`config.mk`:
```
export PLATFORM = sky130hd
export DESIGN_NAME = instr_feeder
export DESIGN_NICKNAME = d
export VERILOG_FILES = /design/src/rtl/instr_feeder.sv
export SDC_FILE = /design/constraint.sdc
export NUM_CORES = 1
export LEC_CHECK = 0
export CORE_AREA = 2 2 257 132
export DETAILED_ROUTE_END_ITERATION = 16
export DIE_AREA = 0 0 259 134
export PLACE_DENSITY = 0.8
export SLEW_MARGIN = 40
export SYNTH_ARGS = -nofsm -noshare
export SYNTH_HDL_FRONTEND = slang
export SYNTH_SLANG_ARGS = --single-unit
```
`constraint.sdc`:
```
create_clock -name clk -period 10.3 [get_ports clk]
set_clock_uncertainty 0.2 [all_clocks]
set_input_delay 2.06 -clock clk [delete_from_list [all_inputs] [get_ports clk]]
set_output_delay 2.06 -clock clk [all_outputs]
set_load 0.02 [all_outputs]
```
`src/rtl/instr_feeder.sv`:
```
// Program buffer and encoder for the multi-cycle 8-bit register-file processor.
// Latency: a load takes one cycle per word; in RUN, instruction follows counter one cycle later (registered).
// Backpressure: op_ready drops once the buffer is full or the block is in RUN; refused offers set sticky overflow in LOAD.
//
// Ports:
//   clk, rst          rising-edge clock, synchronous active-high reset
//   op_valid/op_ready load-port handshake
//   op_kind           0=ADD 1=SUB 2=ADDIU 3=NOP
//   op_rs/op_rt/op_rd register fields, op_imm ADDIU immediate
//   load_done         leaves LOAD for RUN
//   counter           processor fetch counter
//   instruction       registered 32-bit word to the processor
//   prog_len          words loaded (0..DEPTH)
//   running           high in RUN
//   overflow          sticky: offer refused because buffer was full during LOAD
module instr_feeder #(
  parameter int DEPTH = 16,
  parameter int PC_W  = 4
) (
  input  logic            clk,
  input  logic            rst,
  input  logic            op_valid,
  output logic            op_ready,
  input  logic [1:0]      op_kind,
  input  logic [4:0]      op_rs,
  input  logic [4:0]      op_rt,
  input  logic [4:0]      op_rd,
  input  logic [15:0]     op_imm,
  input  logic            load_done,
  input  logic [PC_W-1:0] counter,
  output logic [31:0]     instruction,
  output logic [PC_W:0]   prog_len,
  output logic            running,
  output logic            overflow
);

  typedef enum logic {
    S_LOAD = 1'b0,
    S_RUN  = 1'b1
  } state_t;

  localparam logic [PC_W:0] FULL_LEN = (PC_W+1)'(DEPTH);

  state_t      state;
  state_t      state_nxt;
  logic        accept;
  logic [31:0] enc_word;
  logic [31:0] prog_buf [DEPTH];

  // Next state and handshake outputs, all derived from the current state.
  always_comb begin
    state_nxt = state;
    op_ready  = 1'b0;
    running   = 1'b0;
    accept    = 1'b0;
    case (state)
      S_LOAD: begin
        op_ready = (prog_len < FULL_LEN);
        accept   = op_valid && op_ready;
        // A handshake in the same cycle is still stored before leaving LOAD.
        if (load_done) begin
          state_nxt = S_RUN;
        end
      end
      S_RUN: begin
        running = 1'b1;
      end
      default: begin
        state_nxt = S_LOAD;
      end
    endcase
  end

  // MIPS-format encoding; fields go through untouched, register 0 included.
  always_comb begin
    enc_word = 32'h0;
    case (op_kind)
      2'd0:    enc_word = {6'd0, op_rs, op_rt, op_rd, 5'd0, 6'd33};
      2'd1:    enc_word = {6'd0, op_rs, op_rt, op_rd, 5'd0, 6'd35};
      2'd2:    enc_word = {6'd9, op_rs, op_rt, op_imm};
      default: enc_word = 32'h0;
    endcase
  end

  always_ff @(posedge clk) begin
    if (rst) begin
      state       <= S_LOAD;
      prog_len    <= '0;
      overflow    <= 1'b0;
      instruction <= 32'h0;
    end else begin
      state <= state_nxt;
      if (accept) begin
        prog_len <= prog_len + 1'b1;
      end
      if (state == S_LOAD && op_valid && !op_ready) begin
        overflow <= 1'b1;
      end
      // Held at zero during LOAD so early fetches decode as NOPs; entries past
      // prog_len may hold stale data from before a reset, so they read as 0.
      if (state == S_RUN && ({1'b0, counter} < prog_len)) begin
        instruction <= prog_buf[counter];
      end else begin
        instruction <= 32'h0;
      end
    end
  end

  // Buffer storage is not reset; prog_len alone decides what is reachable.
  always_ff @(posedge clk) begin
    if (!rst && accept) begin
      prog_buf[prog_len[PC_W-1:0]] <= enc_word;
    end
  end

endmodule

```
* Word-level counts from Yosys, hierarchy flattened *
Memory sizes are Yosys's and may differ from the RTL's. A register that Yosys moved wholly into a read port is not among the register bits.
Cells that the tools add are included.

word-level totals
  input bits = 41
  memories = 1
  register bits = 39
  latch bits = 0
  word-level logic and storage cells = 29
  bits in writable memories = 480
  output and inout bits = 40
  bits in read-only memories = 0

cells by class
  multipliers = 0
  reduce and logical (&&, ||, !) cells = 9
  div/mod/pow operators = 0
  magnitude comparators = 2
  add/sub/neg operators = 1
  equal/unequal tests = 2
  shift-type cells = 0
  bitwise operators = 2
  multiplexer cells = 8

memory list
  memory    words  bits a word  rd ports  clocked after Yosys merged registers in  write ports  RTL line  RTL
  prog_buf  16     30           1         1                                        1            48        logic [31:0] prog_buf [DEPTH];

operator list
  kind                   number
  $pmux W30 S3           1
  $mux W1                7
  $add A5 B1 Y5 const B  1
  $logic_and A1 B1 Y1    5
  $lt A4 B5 Y1           1
  $lt A5 B5 Y1 const B   1
  $eq A2 B1 Y1 const B   1
  $eq A2 B2 Y1 const B   1
  $logic_not A1 Y1       2
  $logic_not A2 Y1       1
  $not A1 Y1             2
  $reduce_or A2 Y1       1

* Logic depth before layout (Yosys ltp) *
  word-level depth = 6
  depth in mapped cells = 8
  gate-level depth less buffers = 6

* Least setup slack after synthesis *
Ideal clock, no wire load.

  path type = input-to-reg
  from = input port op_valid
  to = memory prog_buf[10][0] (netlist bit) (enable)
  cell stages on the path = 4
  required time = 9.621 ns
  arrival time = 5.315 ns
  path buffers = 1
  setup slack = 4.306 ns
  library setup time = 0.479 ns
  path through = nor3b_2 -> nand2b_1 -> clkbuf_1 -> nor4_1

between the ends
  word-level cells in the longest chain between the ends = 5

ends and longest elaborated chain
  what                           RTL line  RTL
  from (decl)                    22        input logic op_valid,
  $logic_and A1 B1 Y1            59        accept = op_valid && op_ready;
  $mux W1                        56        case (state)
  $logic_and A1 B1 Y1            111       if (!rst && accept) begin
  $mux W1                        111
  $mux W1 (not written as such)  112       prog_buf[prog_len[PC_W-1:0]] <= enc_word;
  to (decl)                      48

Every way passes these cells.

* Worst setup path after layout *
  from = input port op_valid
  to = memory prog_buf[13][9] (netlist bit) (enable)

Same word-level chain as after synthesis.

==> summary.txt <==
Run status
  – Outcome: completed

Synth
  – Post-Syn Instances: 805
  – FF+latch count, synth: 466
  – Syn Std Cell Area: 17600 sq um
  – Main combinational cell family by area after synthesis: multiplexers
  – Compound-Gate Fraction of Synth Area: 0.0150
  – XOR/XNOR Fraction of Synth Area: 0.00149
  – Seq/Total Area, Yosys: 0.774
  – Syn_area_per_cell: ~22 sq um
  – Netlist cell types: 31
  – Post-synth top flop: edfxtp_1
  – Synth Area in Simple Gates: 0.0183
  – Mux contribution to synthesized area: 0.168
  – Synth warnings: 0
  – Post-synth EDFFs: 432
  – Post-Synth Adder-Cell Area: 0.00496
  – Ys async rst share: 0

Timing
  – Unrepaired setup endpoints after global routing: false
  – Final Max Slew Viols: 0
  – Final period utilization: 0.471
  – Fmax achieved: 0.206 GHz
  – Least-Margin Pin Slew: 843 ps
  – Final setup viols: 0
  – Fin. Hold Viols: 0
  – Total Neg Setup Slack: 0 ps
  – Max_slew headroom: 0.438
  – Min cycle time layout: 4850 ps

Worst setup path
  – Reg2Reg Depth: 7
  – Reg2Reg Setup Slack: 6920 ps
  – CP Launch Type: primary input
  – CP Data Required Time: around 10000 ps
  – CP Capture Type: flop
  – WS Path Type: primary input to flop
  – Reg-to-Reg Start: prog_len[2]$_SDFFE_PP0N_
  – Worst EP arrival: a little under 5000 ps
  – Reg-to-reg endpoint: instruction[6]$_SDFF_PP0_
  – CP max FO: 15

GRT
  – Pin count of the biggest net entering global routing: 63
  – Initial antenna violation count: 0
  – Overall Global Routing Usage: 0.221
  – Vias in the first global route: 8765
  – GRT overflow: 0
  – First-pass GRT wire length: ~55000 microns

Min path
  – Worst hold path depth: 2
  – Worst Hold End: overflow$_SDFFE_PP0P_
  – Hold Startpoint: overflow$_SDFFE_PP0P_
  – Worst min path class: flop to flop

Finish
  – Final Util: 0.631
  – Layout fillers: 2092
  – Area delta synth->final: 16.3%
  – NumNets Final: about 960
  – ANT cells: 0
  – Share of post-route cells with drive strength above 1: 0.233

Placement
  – Post-DP HPWL: 20300 microns
  – PortBufs: between 70 and 80
  – GP Congestion: 0.776

Power and ir drop
  – PD cells: 186 nW/um^2
  – Worst vdd ir: 0.118 mV
  – Pleak: 6.66 nW

Routing
  – DR DRC count: 0
  – Wire per inst: 26.7 microns
  – Antenna-violating nets left: 0
  – Avg Vias per Cell: 6.08
  – Total number of vias: 8419
  – Post-Route WL: 36900 microns
  – Iter 0 DRT Violations: 936
  – Pre-antenna DRT Iters: 5

CTS
  – Sinks on the clock net: 466
  – CTS tree: built
  – Clock latency on the worst-skew pair: 540 ps
  – H-tree depth: 2
  – Clock-pin slew on the worst setup and hold paths: 60 ps
  – Post-cts gate resize count: 0
  – Cts bufs inserted: 39
  – Hold Buf Count CTS: 0
  – Clock Root Buffer: clkbuf_16
  – Post-CTS setup buffer count: 0
  – CTS Buffer Depth: 3

Die
  – Core area: 32500 sq um
  – Die W: 259 microns
  – Die Ht: around 130 microns
  – Die area: around 35000 sq um
  – Site Rows: 47
  – Initial core utilization: 0.543
  – Ports: 81

Flow run
  – Max-cap violations: 0
[where the power goes]
group	internal, mW	switching, mW
Sequential	2.08	0.00505
Clock	0.910	0.641
Combinational	0.0820	0.106
Total	3.07	0.752
[synth_stat cells (2+ instances only)]
cell type | count | share of area
inv_1 | 16 | 0.0034
nand2b_1 | 2 | 0.00071
o21ai_2 | 2 | 0.00099
and2_1 | 18 | 0.0064
clkinv_1 | 2 | 0.00043
clkbuf_1 | 15 | 0.0032
buf_1 | 3 | 0.00064
o21ai_0 | 9 | 0.0026
mux4_2 | 108 | 0.14
xnor2_1 | 3 | 0.0015
nand2_1 | 9 | 0.0019
dfxtp_1 | 34 | 0.039
buf_2 | 18 | 0.0051
buf_8 | 3 | 0.0026
edfxtp_1 | 432 | 0.74
o22ai_1 | 28 | 0.0099
mux2i_1 | 54 | 0.031
a31oi_1 | 2 | 0.00071
ha_1 | 7 | 0.0050
nor2_1 | 14 | 0.0030
buf_4 | 5 | 0.0021
nor4_1 | 12 | 0.0043
[worst max-delay path, cell delays in order]
cell,delay (ps)
clkdlybuf4s50_1,470
nor3b_2,410
nand2b_1,470
or3_1,650
nor2_4,550
buf_8,250
[worst max path at each step]
stage | slack (ps) | end | start | depth (start not counted)
after CTS | 5490 | prog_buf[12][13]$_DFFE_PP_ | op_valid | 6
after floorplan | 4310 | prog_buf[10][0]$_DFFE_PP_ | op_valid | 4
after detailed placement | 4940 | prog_buf[12][14]$_DFFE_PP_ | op_valid | 6
after global placement | 5000 | prog_buf[12][14]$_DFFE_PP_ | op_valid | 5
final | 5450 | prog_buf[13][9]$_DFFE_PP_ | op_valid | 6
after global routing | 5330 | prog_buf[12][13]$_DFFE_PP_ | op_valid | 6
[layout by cell type (no fill, tap or decap), types with 2 or more instances in the layout]
master             n
and2_1            18
nand2b_1           2
clkdlybuf4s50_1   73
dfxtp_1           34
conb_1             4
buf_4             27
mux2i_1           54
clkbuf_1           7
bufinv_16          7
nor2_4             4
nor4_2            12
ha_1               7
clkinv_2           3
a31oi_1            2
nor2_1            10
buf_6              4
edfxtp_1         432
o21ai_4            2
clkbuf_16         41
buf_8              5
clkinv_1          12
inv_1             16
xnor2_1            3
o22ai_1           28
buf_16             2
nand2_1            9
o21ai_0            8
mux4_2           108
[per-layer routing]
metal	up-vias	GRT usage	routed length, microns
li1	3540	-	-
met1	4452	0.314	15300
met2	363	0.349	18000
met3	64	0.0454	2620
met4	0	0.0751	1030
met5	-	0	0
[through the flow]
stage	power [mW]	instances	worst slack (ps)	hold slack, ps	instance area, sq um
detailed placement	2.32	1315	4940	315	19200
CTS	3.86	1385	5490	330	20500
floorplan	2.25	808	4310	380	17700
finish	3.82	1385	5450	325	20500
global placement	2.31	1307	5000	254	19000
global route	3.94	1385	5330	329	20500
[flip-flops by register name, summed over array words and instances (netlist names)]
signal       flops
overflow         1
prog_buf       432
state            1
prog_len         5
instruction     27
[cell families after synthesis]
family | after synthesis
other | 1
adders and majority gates | 7
xor gates and xnor gates | 3
muxes | 162
buffers and inverters | 63
AOI/OAI and AO/OA | 43
DFF | 466
and+or+nand+nor | 60
[area by class of cell]
| type | instances | area [sq um] | area share |
|---|---|---|---|
| clock inverter | 21 | 272 | 0.0132 |
| multi-input combinational | 279 | 3810 | 0.186 |
| inverter | 18 | 67.6 | 0.00329 |
| sequential | 466 | 13700 | 0.665 |
| clock buffer | 49 | 1070 | 0.0519 |
| timing repair buffer | 111 | 1110 | 0.0540 |
| tap | 441 | 552 | 0.0269 |
Note: power is estimated with default switching activity, not from simulation.
